<file path="config.mk">
export PLATFORM = sky130hd
export DESIGN_NAME = alu_mc
export DESIGN_NICKNAME = d
export VERILOG_FILES = /design/src/rtl/alu_mc.sv
export SDC_FILE = /design/constraint.sdc
export NUM_CORES = 1
export LEC_CHECK = 0
export BUFFER_PORTS_ARGS = -buffer_cell sky130_fd_sc_hd__buf_2
export CAP_MARGIN = 15
export CELL_PAD_IN_SITES_DETAIL_PLACEMENT = 0
export CELL_PAD_IN_SITES_GLOBAL_PLACEMENT = 1
export CORE_MARGIN = 2
export CORE_UTILIZATION = 46
export CTS_CLUSTER_DIAMETER = 60
export DETAILED_ROUTE_END_ITERATION = 6
export PLACE_DENSITY_LB_ADDON = 0.1
export SYNTH_ARGS = -nofsm -noshare
export SYNTH_HDL_FRONTEND = slang
export SYNTH_SLANG_ARGS = --single-unit
</file>
<file path="constraint.sdc">
create_clock -name clk -period 5.5 [get_ports clk]
set_input_delay 1.1 -clock clk [delete_from_list [all_inputs] [get_ports clk]]
set_output_delay 1.1 -clock clk [all_outputs]
set_load 0.02 [all_outputs]
</file>
<file path="src/rtl/alu_mc.sv">
// alu_mc: multi-cycle ALU, single-cycle logic/arith ops plus shift-add MUL when ALU_MC_MUL_EN is defined
module alu_mc #(
    parameter int WORD = 16,
    parameter int OPW  = 3
) (
    input  logic            clk,
    input  logic            rst,
    input  logic            start,
    input  logic [OPW-1:0]  alu_op,
    input  logic [WORD-1:0] A,
    input  logic [WORD-1:0] bus,
    output logic [WORD-1:0] G,
    output logic [WORD-1:0] GH,
    output logic            busy,
    output logic            done,
    output logic [3:0]      flags
);
    localparam logic [OPW-1:0] OP_ADD = OPW'(1);
    localparam logic [OPW-1:0] OP_SUB = OPW'(2);
    localparam logic [OPW-1:0] OP_AND = OPW'(3);
    localparam logic [OPW-1:0] OP_OR  = OPW'(4);
    localparam logic [OPW-1:0] OP_XOR = OPW'(5);
    localparam logic [OPW-1:0] OP_SHL = OPW'(6);
`ifdef ALU_MC_MUL_EN
    localparam logic [OPW-1:0] OP_MUL = OPW'(7);
    localparam int CW = $clog2(WORD);
    typedef enum logic [1:0] {IDLE, EXEC, MUL} state_t;
    logic [2*WORD-1:0] prod_q, prod_d;
    logic [CW-1:0]     cnt_q, cnt_d;
    logic [WORD:0]     step;
`else
    typedef enum logic {IDLE, EXEC} state_t;
`endif
    state_t            state_q, state_d;
    logic [OPW-1:0]    op_q, op_d;
    logic [WORD-1:0]   a_q, a_d, b_q, b_d;
    logic [WORD-1:0]   g_q, g_d, gh_q, gh_d;
    logic [3:0]        flags_q, flags_d;
    logic              done_q, done_d;
    logic [WORD:0]     sum, dif;
    logic [WORD-1:0]   res;
    logic              c, v, upd;

    // state register; reset wins over any pending start
    always_ff @(posedge clk) begin
        if (rst) state_q <= IDLE;
        else     state_q <= state_d;
    end

    // next-state: start only matters in IDLE, MUL runs WORD cycles
    always_comb begin
        state_d = state_q;
        case (state_q)
            IDLE: begin
`ifdef ALU_MC_MUL_EN
                if (start) state_d = (alu_op == OP_MUL) ? MUL : EXEC;
`else
                if (start) state_d = EXEC;
`endif
            end
            EXEC: state_d = IDLE;
`ifdef ALU_MC_MUL_EN
            MUL: state_d = (cnt_q == CW'(WORD - 1)) ? IDLE : MUL;
`endif
            default: state_d = IDLE;
        endcase
    end

    // outputs: busy follows the state, result registers drive the rest
    always_comb begin
        busy  = state_q != IDLE;
        done  = done_q;
        G     = g_q;
        GH    = gh_q;
        flags = flags_q;
    end

    // single-cycle ALU on captured operands; upd=0 means hold results (NOP and unsupported ops)
    always_comb begin
        sum = {1'b0, a_q} + {1'b0, b_q};
        dif = {1'b0, a_q} - {1'b0, b_q};
        res = '0;
        c   = 1'b0;
        v   = 1'b0;
        upd = 1'b0;
        case (op_q)
            OP_ADD: begin
                res = sum[WORD-1:0];
                c   = sum[WORD];
                v   = (a_q[WORD-1] == b_q[WORD-1]) && (sum[WORD-1] != a_q[WORD-1]);
                upd = 1'b1;
            end
            OP_SUB: begin
                res = dif[WORD-1:0];
                c   = dif[WORD];
                v   = (a_q[WORD-1] != b_q[WORD-1]) && (dif[WORD-1] != a_q[WORD-1]);
                upd = 1'b1;
            end
            OP_AND: begin
                res = a_q & b_q;
                upd = 1'b1;
            end
            OP_OR: begin
                res = a_q | b_q;
                upd = 1'b1;
            end
            OP_XOR: begin
                res = a_q ^ b_q;
                upd = 1'b1;
            end
            OP_SHL: begin
                res = {a_q[WORD-2:0], 1'b0};
                c   = a_q[WORD-1];
                upd = 1'b1;
            end
            default: ;
        endcase
    end

    // datapath next-state: capture on accept, write results on the finishing cycle
    always_comb begin
        op_d    = op_q;
        a_d     = a_q;
        b_d     = b_q;
        g_d     = g_q;
        gh_d    = gh_q;
        flags_d = flags_q;
        done_d  = 1'b0;
`ifdef ALU_MC_MUL_EN
        prod_d  = prod_q;
        cnt_d   = cnt_q;
        step    = {1'b0, prod_q[2*WORD-1:WORD]} + (prod_q[0] ? {1'b0, a_q} : '0);
`endif
        case (state_q)
            IDLE: begin
                if (start) begin
                    op_d = alu_op;
                    a_d  = A;
                    b_d  = bus;
`ifdef ALU_MC_MUL_EN
                    prod_d = {{WORD{1'b0}}, bus};
                    cnt_d  = '0;
`endif
                end
            end
            EXEC: begin
                done_d = 1'b1;
                if (upd) begin
                    g_d     = res;
                    gh_d    = '0;
                    flags_d = {res == '0, res[WORD-1], c, v};
                end
            end
`ifdef ALU_MC_MUL_EN
            MUL: begin
                prod_d = {step, prod_q[WORD-1:1]};
                cnt_d  = cnt_q + 1'b1;
                if (cnt_q == CW'(WORD - 1)) begin
                    done_d  = 1'b1;
                    g_d     = prod_d[WORD-1:0];
                    gh_d    = prod_d[2*WORD-1:WORD];
                    flags_d = {prod_d == '0, prod_d[2*WORD-1], |prod_d[2*WORD-1:WORD], 1'b0};
                end
            end
`endif
            default: ;
        endcase
    end

    // datapath registers; reset clears results and suppresses done of an aborted op
    always_ff @(posedge clk) begin
        if (rst) begin
            op_q    <= '0;
            a_q     <= '0;
            b_q     <= '0;
            g_q     <= '0;
            gh_q    <= '0;
            flags_q <= '0;
            done_q  <= 1'b0;
`ifdef ALU_MC_MUL_EN
            prod_q  <= '0;
            cnt_q   <= '0;
`endif
        end else begin
            op_q    <= op_d;
            a_q     <= a_d;
            b_q     <= b_d;
            g_q     <= g_d;
            gh_q    <= gh_d;
            flags_q <= flags_d;
            done_q  <= done_d;
`ifdef ALU_MC_MUL_EN
            prod_q  <= prod_d;
            cnt_q   <= cnt_d;
`endif
        end
    end
endmodule

</file>
==> run_results.csv <==
group,metric,value,unit
logic_synthesis,yosysUniqueCellTypes,78,
routing,post_drt_via_cell_ratio,5.71,
worst_setup_path,crit_required,5.78,ns
run_status,status,"finished clean",
sta,relSlewSlack,0.411,
sta,period_share,0.610,
cells_and_area,multiInputGateArea,3340,um2
worst_setup_path,arrival,3.63,ns
placement,port_buffers,59,
sta,finalSetupTns,0,ns
placement,dp_hpwl,10.7,mm
power_and_ir_drop,total_leakage_power,2.16,nW
global_route,grt_pass1_wl,23.2,mm
hold_path,hp-start,"b_q[6]$_SDFFE_PP0P_",
cells_and_area,final_cell_mix,"95 x nand2_1, 65 x a21oi_1, 59 x buf_2, 56 x dfxtp_1",
clock_tree,tritoncts,"built",
cells_and_area,diodes,0,
worst_setup_path,crit_fanout,8,
worst_setup_path,reg2reg_depth,11,
routing,drtIter0Drc,504,
logic_synthesis,synth-main-ff-cell,"dfxtp_1",
clock_tree,clkLatencyLatePin,0.33,ns
routing,drc,0,
worst_setup_path,critical_path.endpoint_type,"register",
floorplan,die_w,107,um
worst_setup_path,critical_path_class,"reg -> reg",
sta,setup_violations,0,
routing,wl_per_cell,17.3,um
routing,dr_total_vias,4707,
clock_tree,cts_hold_buffers,0,
clock_tree,cts_setup_buffers,0,
routing,wl,14.3,mm
logic_synthesis,synth_edf_count,0,
floorplan,die_area,11500,um2
cells_and_area,drive_above_1_share,0.141,
power_and_ir_drop,irDropWorstVdd,0.103,mV
worst_setup_path,timing.rr.end,"flags[3]$_SDFFE_PP0P_",
worst_setup_path,rrSetupSlack,2.15,ns
logic_synthesis,yosys_warnings,0,
placement,placed_cell_area,5160,um2
flow_run,max_cap_viol_count,0,
worst_setup_path,critPathLaunchType,"register",
logic_synthesis,ys_seq_area_frac,0.228,
cells_and_area,fillers,1077,
power_and_ir_drop,p_per_area,214,nW/um2
logic_synthesis,synth_cells,661,
floorplan,core_area,10400,um2
cells_and_area,final_cell_area,5290,um2
sta,finalHoldViolations,0,
logic_synthesis,ys_async_sr_fraction,0,
hold_path,whs_endpoint,"b_q[6]$_SDFFE_PP0P_",
power_and_ir_drop,total_power,1.14,mW
floorplan,start_util,0.474,
placement,gp_congestion,0.909,
cells_and_area,final_common_cell,"nand2_1",
cells_and_area,area_growth,7.74,%
sta,period_needed,3.35,ns
logic_synthesis,synth.avg_cell_area,7.43,um2
routing,first_pass_iters,5,
sta,final-max-slew-violation-count,0,
floorplan,rows,37,
clock_tree,cts.sinks,56,
sta,worst_pin_slew,0.882,ns
global_route,overflow,0,
clock_tree,root_buffer,"clkbuf_8",
clock_tree,cts_resized,0,
worst_setup_path,r2r-start,"a_q[2]$_SDFFE_PP0P_",
hold_path,holdPathStages,2,
sta,fin_skew,0.0100,ns
floorplan,ios,76,
cells_and_area,fin_cells,825,
global_route,grt_max_degree,56,
placement,place_inst,816,
cells_and_area,seq_area,1120,um2
clock_tree,clk_pin_slew,0.10,ns
floorplan,die_y,107,um
sta,final.setup.worst_slack,2.15,ns
clock_tree,numCtsBuffers,5,
placement,pre_cts_slack,2.22,ns
cells_and_area,nNetsFinal,778,
sta,fmax,0.298,GHz
clock_tree,cts_htree_levels,2,
logic_synthesis,synth_area,4910,um2
global_route,antenna_found_initial,0,
sta,rsz0062_at_grt,"false",
worst_setup_path,cp-startpoint,"a_q[2]$_SDFFE_PP0P_",
clock_tree,clockBufferDepth,2,
hold_path,min_path_type,"reg -> reg",
logic_synthesis,ys_ff_latch,56,
global_route,grt_pass1_vias,4361,
global_route,track_usage,0.255,
routing,final_antenna_net_count,0,
[worst max-delay path: stages (launching register included)]
cell and delay, ns:
dfxtp_1 0.44, inv_1 0.07, ha_1 0.40, nor2b_4 0.18
o31a_1 0.33, a2111oi_4 0.44, o21ai_2 0.16, a21oi_2 0.15
o21ai_1 0.07, a222oi_1 0.64, and4_1 0.28, a31o_1 0.13
[cell usage after synthesis (7+ instances only)]
cell type	n	area [um2]
nand2_1	95	357
a21oi_1	65	325
dfxtp_1	56	1120
ha_1	50	626
nor2_1	50	188
inv_1	45	169
clkbuf_1	25	93.8
nor3_1	20	100
buf_4	19	143
o21ai_0	17	85.1
a211oi_1	16	120
buf_2	15	75.1
nand2b_1	14	87.6
nor2b_1	14	87.6
o211ai_1	8	60.1
o21ai_1	8	40.0
mux2i_1	7	70.1
xnor2_1	7	61.3
[sequential cells by signal, summed over array words and instances (netlist names)]
register,cells
G,15
a_q,16
b_q,16
busy,1
done,1
flags,4
op_q,3
[where the power goes]
part	leakage, nW	internal, mW	switching [mW]
logic	1.63	0.140	0.240
registers	0.458	0.426	0.0249
clock network	0.0645	0.161	0.143
total	2.16	0.727	0.408
[layout make-up]
class	count	share of cell area
inverters	47	0.0333
clock inverters	1	0.00567
multi-input cells	511	0.632
flip-flops and latches	56	0.212
clock buffers	7	0.0182
repair buffers	67	0.0671
well taps	136	0.0321
[through the flow]
| stage | hold WS [ns] | utilization |
|---|---|---|
| 5_1_grt | 0.510 | 0.510 |
| 4_1_cts | 0.485 | 0.510 |
| 6_report | 0.480 | 0.510 |
| 2_1_floorplan | 0.453 | - |
| 3_3_place_gp | 0.438 | 0.498 |
| 3_5_place_dp | 0.470 | 0.498 |
[routing by layer]
metal	GRT usage	vias up	wire (um)
li1	-	2347	-
met1	0.391	2139	7220
met2	0.366	193	5750
met3	0.0303	28	860
met4	0.0861	0	428
met5	0	-	0
[how the worst max path moves through the flow]
stage	end	slack, ns	cells after the start
CTS	flags[3]$_SDFFE_PP0P_	2.22	9
finish	flags[3]$_SDFFE_PP0P_	2.15	11
floorplan	flags[3]$_SDFFE_PP0P_	2.83	12
detailed placement	flags[3]$_SDFFE_PP0P_	2.22	9
global placement	flags[3]$_SDFFE_PP0P_	2.22	11
global route	flags[3]$_SDFFE_PP0P_	2.01	10
[cells by family after synthesis]
| kind of cell | count (synthesis) | synth area share |
|---|---|---|
| DFF | 56 | 0.228 |
| other | 1 | 0.000763 |
| buffers and inverters | 109 | 0.103 |
| and+or+nand+nor | 229 | 0.219 |
| AOI/OAI and AO/OA | 193 | 0.271 |
| adders and majority gates | 52 | 0.135 |
| xor gates and xnor gates | 8 | 0.0143 |
| muxes | 13 | 0.0280 |
Note: power is estimated with default switching activity, not from simulation.
